===== config.mk =====
export PLATFORM = sky130hd
export DESIGN_NAME = seq_divider64by32_flat
export DESIGN_NICKNAME = d
export VERILOG_FILES = /design/src/rtl/div_pkg.sv /design/src/rtl/seq_divider64by32_if.sv /design/src/rtl/div_step.sv /design/src/rtl/seq_divider64by32.sv /design/src/flat_wrapper.sv
export SDC_FILE = /design/constraint.sdc
export NUM_CORES = 1
export LEC_CHECK = 0
export CORE_MARGIN = 5
export CORE_UTILIZATION = 58
export DETAILED_ROUTE_END_ITERATION = 8
export PLACE_DENSITY = 0.88
export SYNTH_ARGS = -nofsm -noshare
export SYNTH_HDL_FRONTEND = slang
export SYNTH_SLANG_ARGS = --single-unit

===== constraint.sdc =====
create_clock -name clk -period 7.2 [get_ports clk]
set_input_delay 1.44 -clock clk [delete_from_list [all_inputs] [get_ports clk]]
set_output_delay 1.44 -clock clk [all_outputs]
set_load 0.01 [all_outputs]

===== src/rtl/div_pkg.sv =====
// Shared definitions for the sequential 64/32 restoring divider: datapath width,
// counter width and FSM state encoding.
package div_pkg;

  localparam int N     = 32;
  localparam int CNT_W = $clog2(N);

  typedef enum logic [1:0] {
    IDLE = 2'd0,
    RUN  = 2'd1,
    DONE = 2'd2
  } state_t;

endpackage : div_pkg


===== src/rtl/seq_divider64by32_if.sv =====
// Operand and result handshakes of the divider. The DUT takes the slave side and the
// producer/consumer takes the master side.
interface seq_divider64by32_if #(
  parameter int N = div_pkg::N
);

  logic             in_valid;
  logic             in_ready;
  logic [2*N-1:0]   dividend;
  logic [N-1:0]     divisor;
  logic             out_valid;
  logic             out_ready;
  logic [N-1:0]     quotient;
  logic [N-1:0]     remainder;
  logic             div_by_zero;
  logic             overflow;

  modport master (
    output in_valid, dividend, divisor, out_ready,
    input  in_ready, out_valid, quotient, remainder, div_by_zero, overflow
  );

  modport slave (
    input  in_valid, dividend, divisor, out_ready,
    output in_ready, out_valid, quotient, remainder, div_by_zero, overflow
  );

endinterface : seq_divider64by32_if


===== src/rtl/div_step.sv =====
// One restoring-division iteration: shift in the next dividend bit, then trial-subtract
// the divisor and keep the difference only when no borrow occurs.
module div_step #(
  parameter int N = div_pkg::N
) (
  input  logic [N:0]   r,
  input  logic         q_msb,
  input  logic [N-1:0] divisor,
  output logic [N:0]   r_next,
  output logic         q_bit
);

  logic [N:0]   shifted;
  logic [N+1:0] diff;
  // The partial remainder stays below the divisor, so its top bit never carries information.
  logic         unused_r_msb;

  assign unused_r_msb = r[N];

  always_comb begin
    shifted = {r[N-1:0], q_msb};
    diff    = {1'b0, shifted} - {2'b00, divisor};
    q_bit   = ~diff[N+1];
    r_next  = q_bit ? diff[N:0] : shifted;
  end

endmodule : div_step


===== src/rtl/seq_divider64by32.sv =====
// Sequential unsigned 2N/N restoring divider that produces one quotient bit per cycle.
// Exceptional operands go straight to DONE without running the iteration loop.
import div_pkg::*;

module seq_divider64by32 (
  input  logic                 clk,
  input  logic                 rst_n,
  seq_divider64by32_if.slave   bus
);

  state_t           state_reg;
  logic [CNT_W-1:0] cnt_reg;
  logic [N:0]       r_reg;
  logic [N-1:0]     q_reg;
  logic [N-1:0]     divisor_reg;
  logic [N-1:0]     quotient_reg;
  logic [N-1:0]     remainder_reg;
  logic             ready_reg;
  logic             out_valid_reg;
  logic             dbz_reg;
  logic             ovf_reg;

  logic [N:0]       r_step;
  logic             q_bit;
  logic [N-1:0]     q_shift;

  div_step #(.N(N)) u_step (
    .r       (r_reg),
    .q_msb   (q_reg[N-1]),
    .divisor (divisor_reg),
    .r_next  (r_step),
    .q_bit   (q_bit)
  );

  assign q_shift         = {q_reg[N-2:0], q_bit};
  assign bus.in_ready    = ready_reg;
  assign bus.out_valid   = out_valid_reg;
  assign bus.quotient    = quotient_reg;
  assign bus.remainder   = remainder_reg;
  assign bus.div_by_zero = dbz_reg;
  assign bus.overflow    = ovf_reg;

  always_ff @(posedge clk) begin
    if (!rst_n) begin
      state_reg     <= IDLE;
      cnt_reg       <= '0;
      r_reg         <= '0;
      q_reg         <= '0;
      divisor_reg   <= '0;
      quotient_reg  <= '0;
      remainder_reg <= '0;
      ready_reg     <= 1'b0;
      out_valid_reg <= 1'b0;
      dbz_reg       <= 1'b0;
      ovf_reg       <= 1'b0;
    end else begin
      case (state_reg)
        IDLE: begin
          ready_reg <= 1'b1;
          // ready_reg gates acceptance so the first cycle after reset cannot take a job.
          if (bus.in_valid && ready_reg) begin
            ready_reg   <= 1'b0;
            divisor_reg <= bus.divisor;
            cnt_reg     <= '0;
            if (bus.divisor == '0) begin
              state_reg     <= DONE;
              out_valid_reg <= 1'b1;
              dbz_reg       <= 1'b1;
              quotient_reg  <= '1;
              remainder_reg <= bus.dividend[N-1:0];
            end else if (bus.dividend[2*N-1:N] >= bus.divisor) begin
              state_reg     <= DONE;
              out_valid_reg <= 1'b1;
              ovf_reg       <= 1'b1;
              quotient_reg  <= '1;
              remainder_reg <= '0;
            end else begin
              state_reg <= RUN;
              r_reg     <= {1'b0, bus.dividend[2*N-1:N]};
              q_reg     <= bus.dividend[N-1:0];
            end
          end
        end

        RUN: begin
          r_reg   <= r_step;
          q_reg   <= q_shift;
          cnt_reg <= cnt_reg + 1'b1;
          if (cnt_reg == CNT_W'(N - 1)) begin
            state_reg     <= DONE;
            out_valid_reg <= 1'b1;
            quotient_reg  <= q_shift;
            remainder_reg <= r_step[N-1:0];
          end
        end

        DONE: begin
          if (bus.out_ready) begin
            state_reg     <= IDLE;
            out_valid_reg <= 1'b0;
            dbz_reg       <= 1'b0;
            ovf_reg       <= 1'b0;
            ready_reg     <= 1'b1;
          end
        end

        default: begin
          state_reg     <= IDLE;
          out_valid_reg <= 1'b0;
          ready_reg     <= 1'b0;
        end
      endcase
    end
  end

endmodule : seq_divider64by32


===== src/flat_wrapper.sv =====
// flat-port wrapper written by rule: the top's interface ports become plain ports
module seq_divider64by32_flat 
  (clk, rst_n, bus_in_valid, bus_dividend, bus_divisor, bus_out_ready, bus_in_ready, bus_out_valid, bus_quotient, bus_remainder, bus_div_by_zero, bus_overflow);
  seq_divider64by32_if bus_i ();
  input  logic clk;
  input  logic rst_n;
  input wire logic [$bits(bus_i.in_valid)-1:0] bus_in_valid;
  input wire logic [$bits(bus_i.dividend)-1:0] bus_dividend;
  input wire logic [$bits(bus_i.divisor)-1:0] bus_divisor;
  input wire logic [$bits(bus_i.out_ready)-1:0] bus_out_ready;
  output wire logic [$bits(bus_i.in_ready)-1:0] bus_in_ready;
  output wire logic [$bits(bus_i.out_valid)-1:0] bus_out_valid;
  output wire logic [$bits(bus_i.quotient)-1:0] bus_quotient;
  output wire logic [$bits(bus_i.remainder)-1:0] bus_remainder;
  output wire logic [$bits(bus_i.div_by_zero)-1:0] bus_div_by_zero;
  output wire logic [$bits(bus_i.overflow)-1:0] bus_overflow;
  assign bus_i.in_valid = bus_in_valid;
  assign bus_i.dividend = bus_dividend;
  assign bus_i.divisor = bus_divisor;
  assign bus_i.out_ready = bus_out_ready;
  assign bus_in_ready = bus_i.in_ready;
  assign bus_out_valid = bus_i.out_valid;
  assign bus_quotient = bus_i.quotient;
  assign bus_remainder = bus_i.remainder;
  assign bus_div_by_zero = bus_i.div_by_zero;
  assign bus_overflow = bus_i.overflow;
  seq_divider64by32 u_core (.clk(clk), .rst_n(rst_n), .bus(bus_i));
endmodule

Yosys cells after proc, flatten, opt, wreduce, memory -nomap -nowiden
Cells that the tools add are included.

word-level totals
  memory bits (read-only) = 0
  bits in latches = 0
  register bits = 171
  memory bits (writable) = 0
  memories = 0
  output and inout port bits = 68

cells by class
  shift-type cells = 0
  $lt $le $gt $ge = 1
  bitwise logic cells = 2
  multiplexer cells = 42
  reductions and logical operators = 14
  $mul = 0
  div/mod/pow operators = 0
  add/sub/neg operators = 2
  eq/ne operators = 11

operator list
  kind                                                                     number
  32-bit two-way mux                                                       15
  32-bit one-hot mux with 2 select lines                                   4
  33-bit by 32-bit subtractor with 34-bit output                           1
  32-bit >= comparator                                                     1
  32-bit zero test                                                         1
  4-bit AND reduction                                                      4
  1-bit two-way mux                                                        11
  2-bit two-way mux                                                        5
  5-bit one-hot mux with 2 select lines                                    1
  2-bit by 1-bit inequality test with 1-bit output, second input constant  4
  2-bit inequality test, second input constant                             3
  1-bit one-hot mux with 3 select lines                                    2
  2-bit one-hot mux with 3 select lines                                    1
  2-bit AND reduction                                                      3
  5-bit by 1-bit adder with 5-bit output, second input constant            1
  5-bit equality test, second input constant                               1
  5-bit two-way mux                                                        1
  5-bit AND reduction                                                      1
  1-bit one-hot mux with 2 select lines                                    2
  2-bit nonzero test                                                       2
  3-bit by 1-bit inequality test with 1-bit output, second input constant  1
  3-bit AND reduction                                                      1
  2-bit by 1-bit equality test with 1-bit output, second input constant    1
  2-bit equality test, second input constant                               1
  3 further kinds                                                          4

Longest topological paths before layout
Gate-level depths: netlist of run 1.

  word-level depth = 5
  depth in mapped cells = 14

Hierarchy
From an unflattened synthesis of run 1, not the netlist that was laid out.

second synthesis, totals
  cells, all modules = 1442
  area total of the unflattened synthesis = 11158.2 um2

modules (own cells, without submodules)
  module             cells each  seq. area each (um2)  times used  area each (um2)
  seq_divider64by32  1077        3443.3                1           8777.2
  div_step           365         0.0                   1           2381.0

Worst setup path after synthesis of run 1
No wires, ideal clock.

  path type = input-to-reg
  start point = in bus_divisor[17]
  end point = reg u_core.r_reg[28]
  arrival time = 3708 ps
  library setup time = 132 ps
  required time = 7068 ps
  stages on the path = 13
  setup slack = 3360 ps
  cells stage by stage = inv_1 > ha_1 > a21oi_1 > nor2_1 > a2111oi_0 > o21ai_0 > nor3_1 > and2_1 > buf_4 > buf_4 > mux2_2 > o21ai_0 > a21oi_1

between the ends
  cells in the longest elaborated chain, start to end = 3

ends and longest elaborated chain
  what                                                      RTL line                                          source
  start: declaration                                        flat_wrapper.sv:9                                 input wire logic [$bits(bus_i.divisor)-1:0] bus_divisor;
  32-bit >= comparator or 32-bit zero test (tied branches)  seq_divider64by32.sv:71, seq_divider64by32.sv:65
  2-bit inequality test (no source line)                    -
  4-bit AND reduction (no source line) *                    -
  end signal: assignment                                    seq_divider64by32.sv:79                           r_reg <= {1'b0, bus.dividend[2*N-1:N]};
  end signal: assignment                                    seq_divider64by32.sv:86                           r_reg <= r_step;
  end: declaration                                          seq_divider64by32.sv:13                           logic [N:0] r_reg;

Every way passes the cells marked *; elsewhere a longest branch is shown, timed or not.
A chain may end at the register's enable or synchronous reset.

Worst setup path after layout of run 1
  start point = in bus_divisor[17]
  end point = reg u_core.r_reg[12]

The elaborated chain is that of the path after synthesis.

==> impl_metrics.ini, run 1 <==
[outcome]
outcome = complete, no violations

[logic_synthesis]
synth_edf_count = 0
avgSynthCellArea_sq_um = 7.75
syn_area_sq_mm = 0.00986
synth_ff_type = dfxtp_1
yosys_warnings = 0
synth_top_area_share_pct = 34.7
ys_types = 70
yosys.cell_count.top_type = nand2_1
synth_fp_nets = 1439
ys_seq_area_share_pct = 34.7
synthTopCellsByArea = dfxtp_1, ha_1, nand2_1
yosys-top-cells-count = nand2_1, dfxtp_1, a21oi_1, nor2_1, inv_1
async_reset_ff_share_pct = 0
synthCells = 1272
yosysTopAreaCell = dfxtp_1
synth-seq-cells = 171

[clock_tree]
cts_hold_buf = 0
clock-sinks = 171
clock_path_buffers = 2
clk_pin_slew_ns = 0.07
cts_tree = done
ctsResizeCount = 0
cts_setup_buffers = 0
cts_root_buffer = clkbuf_16
h-tree-depth = 4
clkLatencyLatePin_ns = 0.43
cts_made_buffers = 17

[placed_design]
dp_hpwl_mm = 21.8
portBuffers = 167
gp_congestion = 0.977

[power_and_ir_drop]
power.density_mw_per_mm2 = 271
ir_drop_mv = 0.219
pwr-share-comb_pct = 39.5
pwr-share-clk_pct = 27.7
p_leak_nw = 4.72
power_frac_seq_pct = 32.8
intPower_w = 0.00204
power_switching_w = 0.00125
power.share.switching_pct = 37.9

[timing]
clock.fmax_mhz = 200
min_period_ns = 5.00
finalSetupViolations = 0
finalHoldViolCount = 0
tightest_slew_ns = 1.04
fin_crit_sh_pct = 69.4
hold_ws_ns = 0.456
fin_skew_ns = 0.00840
fin_setup_tns_ns = 0
slew_headroom_pct = 30.4
rsz0062_at_grt = no
slew_viol_final = 0

[cells_and_area]
area_growth_pct = 23.4
antennaDiodeCount = 0
drive_gt1_share_pct = 5.73
nNetsFinal = 1549

[drt]
drtIter0Drc = 946
drc_errors = 0
ant_nets = 0
viasPerCell = 6.19
wl_mm = 30.0
routedWlPerCell_microns = 18.5
dr.pass1.iters = 5
vias = 9998

[floorplanning]
initial_core_util_pct = 59.3
die_x_microns = 140
die_y_microns = 140
die-area_sq_mm = 0.0197
rows = 47
ioPinCount = 168
core_sq_mm = 0.0166

[global_routing]
first_global_vias = 9407
grt_max_degree = 81
overflow = 0
antenna_found_initial = 0
grt_usage_pct = 29.7
grt_pass1_wl_mm = 48.4

[worst_hold_path]
min_path_type = reg2reg
min-delay-start = u_core.divisor_reg[26]$_SDFFE_PN0P_
worstHoldPathCells = 2
holdPathEnd = u_core.divisor_reg[26]$_SDFFE_PN0P_

[critical_path]
rr_endpoint = u_core.bus.remainder[15]$_SDFFE_PN0P_
reg2regPathDepth = 12
reg2reg_from = u_core.divisor_reg[1]$_SDFFE_PN0P_
rrSetupSlack_ns = 3.24
required_ns = 7.54
worstPathMaxFanout = 42
cp.arrival_ns = 5.34
path_class = in2reg
critPathLaunchType = input port
end_kind = flop

[job]
cap_violations = 0
## kinds of logic after synthesis
logic type,count (synthesis),share of synthesized area [%]
AOI/OAI and AO/OA,375,25.1
DFF,171,34.7
and+or+nand+nor,437,19.2
adders and majority gates,67,8.58
xor gates and xnor gates,21,1.87
muxes,33,3.46
buffers and inverters,168,6.99
## worst max path at each step
stage,end,startpoint,slack (ns)
finish,u_core.r_reg[12]$_SDFFE_PN0P_,bus_divisor[17],2.20
floorplan,u_core.r_reg[28]$_SDFFE_PN0P_,bus_divisor[17],3.36
global placement,u_core.r_reg[14]$_SDFFE_PN0P_,bus_divisor[17],2.01
CTS,u_core.r_reg[12]$_SDFFE_PN0P_,bus_divisor[17],2.26
global route,u_core.r_reg[12]$_SDFFE_PN0P_,bus_divisor[17],1.91
detailed placement,u_core.r_reg[12]$_SDFFE_PN0P_,bus_divisor[17],1.82
## power by group through the flow
stage | logic (W) | registers [W] | clock network [W]
global placement | 0.00124 | 0.00110 | 0
finish | 0.00130 | 0.00108 | 0.000913
detailed placement | 0.00126 | 0.00110 | 0
CTS | 0.00127 | 0.00108 | 0.000924
global route | 0.00141 | 0.00109 | 0.000965
floorplan | 0.000903 | 0.00110 | 0
## through the flow
step                util, %  worst slack [ns]  power [W]  cell area [sq um]  instances
floorplan                 -              3.36    0.00200               9860       1272
global placement       69.6              2.01    0.00234              11600       1583
detailed placement     69.6              1.82    0.00236              11600       1583
CTS                    73.1              2.26    0.00327              12200       1615
global route           73.1              1.91    0.00346              12200       1615
finish                 73.1              2.20    0.00329              12200       1615
## routing by layer
metal	GRT usage, %	up-vias	routed length (microns)
met5	0	-	0
met4	9.03	0	655
met3	6.07	56	2840
met2	45.4	489	13300
met1	42.1	4717	13200
li1	-	4736	-
## layout make-up
type,count,area [sq um]
Multi-Input combinational cell,933,5790
Fill cell,1277,4480
Sequential cell,171,3420
Timing Repair Buffer,179,1790
Clock buffer,17,425
Inverter,80,302
Tap cell,220,275
Clock inverter,15,164
## placed cells by master (no fill, tap or decap), types with 20 or more instances in the layout
cell type and n:
nand2_1 215, nor2_1 108, a311oi_1 36, inv_1 79, mux2i_1 24, a31oi_1 20, a21oi_1 118, a211oi_1 44
clkdlybuf4s50_1 167, ha_1 66, dfxtp_1 171, nand3_1 31, o21ai_0 66
## worst max-delay path: stages
cell	delay, ns
clkdlybuf4s50_1	0.50
inv_1	0.05
ha_1	0.31
a21oi_1	0.22
nor2_1	0.08
a2111oi_0	0.45
o21ai_0	0.17
nor3_1	0.39
and2_2	0.86
buf_4	0.39
nand2_1	0.08
and3_1	0.17
a211oi_1	0.22
Note: power is estimated with default switching activity, not from simulation.
==> run 2: changes to the inputs <==
--- a/config.mk
+++ b/config.mk
@@ -6,9 +6,9 @@
 export NUM_CORES = 1
 export LEC_CHECK = 0
 export CORE_MARGIN = 5
-export CORE_UTILIZATION = 58
+export CORE_UTILIZATION = 49
 export DETAILED_ROUTE_END_ITERATION = 8
-export PLACE_DENSITY = 0.88
+export PLACE_DENSITY = 0.8
 export SYNTH_ARGS = -nofsm -noshare
 export SYNTH_HDL_FRONTEND = slang
 export SYNTH_SLANG_ARGS = --single-unit
==> constraint.sdc (replaced) <==
create_clock -name clk -period 4.37 [get_ports clk]
set_input_delay 0.874 -clock clk [delete_from_list [all_inputs] [get_ports clk]]
set_output_delay 0.874 -clock clk [all_outputs]
set_load 0.01 [all_outputs]
==> impl_metrics.ini, run 2 (synthesis results as in run 1) <==
[power_and_ir_drop]
power.density_mw_per_mm2 = 440
p_leak_nw = 4.82
power_w = 0.00547
ir_drop_mv = 0.290

[global_routing]
first_global_vias = 9230
grt_max_degree = 85
antenna_found_initial = 0
overflow = 0
grt_pass1_wl_mm = 49.2
grt_usage_pct = 25.7

[timing]
fin_setup_tns_ns = 0
finalHoldViolCount = 0
hold_ws_ns = 0.457
fin_skew_ns = 0.0100
clock.fmax_mhz = 259
min_period_ns = 3.86
finalSetupViolations = 0
finalWorstSetupSlack_ns = 0.508
tightest_slew_ns = 0.941
fin_crit_sh_pct = 88.4
rsz0062_at_grt = no
slew_headroom_pct = 37.3
slew_viol_final = 0

[placed_design]
gp_congestion = 0.987
pre_cts_ws_ns = 0.189
dp_cells = 1644
portBuffers = 167
dp_hpwl_mm = 22.8

[job]
cap_violations = 0

[critical_path]
cp.arrival_ns = 4.16
cp_cell_sequence = clkdlybuf4s50_1 -> inv_1 -> ha_1 -> a21oi_1 -> nor2_1 -> a2111oi_0 -> o21ai_0 -> nor3_1 -> and2_2 -> buf_12 -> nor2_1 -> a211oi_1 -> a211oi_1
required_ns = 4.66
cp_slowest_cell = a2111oi_0
path_class = in2reg
max_stage_delay_ns = 0.54
worstPathMaxFanout = 30
critPathLaunchType = input port
end_kind = flop

[floorplanning]
die-area_sq_mm = 0.0231
initial_core_util_pct = 50.2
die_y_microns = 152
core_sq_mm = 0.0197
rows = 51
die_x_microns = 152
ioPinCount = 168

[drt]
drtIter0Drc = 801
routedWlPerCell_microns = 18.2
ant_nets = 0
vias = 9828
wl_mm = 30.6
drc_errors = 0
viasPerCell = 5.86
dr.pass1.iters = 5

[cells_and_area]
fillers = 1715
layout_commonest_cell = nand2_1
stdcell_count = 1676
area_growth_pct = 26.0
antennaDiodeCount = 0
final_cell_mix = nand2_1, dfxtp_1, clkdlybuf4s50_1, a21oi_1, nor2_1
nNetsFinal = 1565
drive_gt1_share_pct = 6.87

[clock_tree]
clock-sinks = 171
cts_made_buffers = 17
ctsResizeCount = 0
clock_path_buffers = 2
clkLatencyLatePin_ns = 0.44
cts_hold_buf = 0
h-tree-depth = 4
cts_root_buffer = clkbuf_16
cts_setup_buffers = 0
cts_tree = done
clk_pin_slew_ns = 0.07

[outcome]
outcome = complete, no violations

[worst_hold_path]
min_path_type = reg2reg
==> run 2: final cells by class <==
type,count,area [sq um],share of cell area [%]
multi-input combinational,933,5790,46.6
inverter,80,302,2.43
tap,265,332,2.67
clock inverter,13,131,1.06
clock buffer,19,453,3.65
timing repair buffer,195,1990,16.1
sequential,171,3420,27.5
==> run 2: path summary, 6_finish.rpt <==
check | start | to | slack (ns) | depth (start not counted)
setup / recovery | bus_divisor[17] | u_core.r_reg[23]$_SDFFE_PN0P_ | 0.51 | 13
hold / removal | u_core.divisor_reg[1]$_SDFFE_PN0P_ | u_core.divisor_reg[1]$_SDFFE_PN0P_ | 0.46 | 2
setup reg to reg | u_core.divisor_reg[1]$_SDFFE_PN0P_ | u_core.bus.remainder[18]$_SDFFE_PN0P_ | 0.77 | 11
hold reg to reg | u_core.divisor_reg[1]$_SDFFE_PN0P_ | u_core.divisor_reg[1]$_SDFFE_PN0P_ | 0.46 | 2
==> run 2: power by group <==
group,internal (W),switching (W),total (W)
registers,0.00169,0.0000894,0.00178
logic,0.000944,0.00123,0.00217
clock network,0.000828,0.000695,0.00152
total,0.00346,0.00201,0.00547
==> run 2: per-layer routing <==
metal / up-vias / part of all wire (%) / track usage [%]
met3: 51 / 7.0 / 4.57
li1: 4773 / - / -
met4: 0 / 2.6 / 8.82
met1: 4615 / 45 / 35.4
met2: 389 / 46 / 40.6
met5: - / 0 / 0
==> run 2: critical path: cells and delay by family <==
family | cells | cell delay [ns]
buf+inv | 3 | 0.82
compound gates | 5 | 1.28
fa+ha+maj | 1 | 0.31
simple gates | 4 | 0.87
==> run 2: stage by stage <==
stage / area (sq um) / util (%)
3_5_place_dp: 11800 / 60.2
2_1_floorplan: 9860 / -
6_report: 12400 / 63.2
4_1_cts: 12400 / 63.2
3_3_place_gp: 11800 / 60.2
5_1_grt: 12400 / 63.2
==> run 3: changes to the inputs <==
==> constraint.sdc (replaced) <==
create_clock -name clk -period 3.2 [get_ports clk]
set_input_delay 0.64 -clock clk [delete_from_list [all_inputs] [get_ports clk]]
set_output_delay 0.64 -clock clk [all_outputs]
set_load 0.01 [all_outputs]
==> impl_metrics.ini, run 3 (synthesis results as in run 1) <==
[global_routing]
grt_max_degree = 49
first_global_vias = 10200
grt_usage_pct = 27.6
antenna_found_initial = 0
grt_pass1_wl_mm = 53.2
overflow = 0

[drt]
ant_nets = 0
routedWlPerCell_microns = 19.4
vias = 10900
drtIter0Drc = 1144
drc_errors = 0
wl_mm = 35.4
dr.pass1.iters = 7
viasPerCell = 5.97

[critical_path]
cp.arrival_ns = 3.58
rrSetupSlack_ns = -0.03
end_kind = flop
path_class = reg2reg
critPathLaunchType = flop
worstPathMaxFanout = 11
required_ns = 3.56

[power_and_ir_drop]
power.share.switching_pct = 36.6
pwr-share-clk_pct = 25.4
p_leak_nw = 5.64
intPower_w = 0.00548
power.density_mw_per_mm2 = 612
power_w = 0.00865
ir_drop_mv = 0.372
power_switching_w = 0.00316
power_frac_seq_pct = 28.2
pwr-share-comb_pct = 46.3

[cells_and_area]
final_cell_mix = nand2_1, dfxtp_1, clkdlybuf4s50_1, buf_4, a21oi_1
stdcell_count = 1819
nNetsFinal = 1709
layout_commonest_cell = nand2_1
fillers = 1517
drive_gt1_share_pct = 19.2
area_growth_pct = 43.3
antennaDiodeCount = 0

[timing]
slew_headroom_pct = 58.4
slew_viol_final = 0
min_period_ns = 3.23
finalWorstSetupSlack_ns = -0.0262
finalHoldViolCount = 0
finalSetupViolations = 3
clock.fmax_mhz = 310
tightest_slew_ns = 0.623
hold_ws_ns = 0.451
rsz0062_at_grt = yes
fin_skew_ns = 0.00946
fin_crit_sh_pct = 101

[floorplanning]
ioPinCount = 168
die_x_microns = 152
rows = 51
die_y_microns = 152
core_sq_mm = 0.0197
initial_core_util_pct = 50.2
die-area_sq_mm = 0.0231

[job]
cap_violations = 0

[outcome]
violations = negative setup slack
outcome = finished with violations

[clock_tree]
clkLatencyLatePin_ns = 0.44
clock_path_buffers = 2
h-tree-depth = 4
clk_pin_slew_ns = 0.07
cts_made_buffers = 17
clock-sinks = 171
cts_tree = done
cts_root_buffer = clkbuf_16

[placed_design]
gp_congestion = 0.954
dp_cells = 1776
portBuffers = 167
dp_hpwl_mm = 24.9

[worst_hold_path]
min_path_type = reg2reg
[run 3: changes by cell type in the layout (fill, tap and decap cells not counted), moves of 5 or more]
cell      before  now
buf_4         19  149
ha_1          66   60
buf_12         9   16
mux2i_1       24   18
a21oi_1      118  111
mux2i_4        0    5
o21ai_0       66   59
a21oi_2        0    7
a311oi_2       0    6
ha_4           0    5
a311oi_1      36   30
[run 3: power by group through the flow]
stage          logic [W]  clock network, W  registers [W]
5_1_grt          0.00423           0.00229        0.00246
3_5_place_dp     0.00338                 0        0.00247
3_3_place_gp     0.00333                 0        0.00247
4_1_cts          0.00347           0.00219        0.00243
6_report         0.00401           0.00220        0.00244
2_1_floorplan    0.00203                 0        0.00247
[run 3: cell type report]
class / count / area (sq um) / area share, %
Multi-Input combinational cell: 933 / 6210 / 44.0
Inverter: 80 / 302 / 2.13
Sequential cell: 171 / 3430 / 24.2
Tap cell: 265 / 332 / 2.35
Clock inverter: 13 / 179 / 1.27
Clock buffer: 18 / 429 / 3.04
Timing Repair Buffer: 339 / 3250 / 23.0
[run 3: metal layers]
| layer | global-route usage (%) | part of all wire (%) |
|---|---|---|
| met3 | 4.63 | 8.2 |
| met1 | 35.9 | 41 |
| met5 | 0 | 0 |
| met2 | 46.2 | 47 |
| met4 | 9.89 | 3.4 |
[run 3: stage by stage]
| step | setup TNS [ns] | util [%] | instance area, sq um | setup WS (ns) |
|---|---|---|---|---|
| after floorplan | 0 | - | 9860 | 0.160 |
| after global placement | -74.84 | 65.8 | 12900 | -0.748 |
| after detailed placement | -76.43 | 65.8 | 12900 | -0.752 |
| after CTS | 0 | 69.3 | 13600 | 0.0109 |
| after global routing | -1.07 | 71.9 | 14100 | -0.0889 |
| final | -0.0423 | 71.9 | 14100 | -0.0262 |
[run 3: worst max-delay path, cell delays in order, from the launching register on]
cell and delay (ns):
dfxtp_2 0.33, inv_1 0.07, ha_4 0.28, buf_4 0.12
nand4_1 0.19, nor3b_4 0.31, o31ai_4 0.17, a211o_4 0.39
a211oi_4 0.30, a21oi_4 0.13, buf_8 0.16, or4_4 0.49
a41oi_2 0.19
[run 3: worst paths after layout]
kind	from	to	depth (start not counted)
worst max register to register	u_core.divisor_reg[9]$_SDFFE_PN0P_	u_core.bus.remainder[25]$_SDFFE_PN0P_	12
worst min register to register	u_core.cnt_reg[3]$_SDFFE_PN0P_	u_core.cnt_reg[3]$_SDFFE_PN0P_	1
worst max-delay path	u_core.divisor_reg[9]$_SDFFE_PN0P_	u_core.bus.remainder[25]$_SDFFE_PN0P_	12
worst min-delay path	u_core.cnt_reg[3]$_SDFFE_PN0P_	u_core.cnt_reg[3]$_SDFFE_PN0P_	1
[run 3: timing repair]
action | CTS | global route
pin swaps | 4 | 28
setup endpoints to repair | 126 | 120
resized for setup | 20 | 70
gates cloned | 0 | 3
setup buffers | 0 | 9
hold buffers | 0 | 0
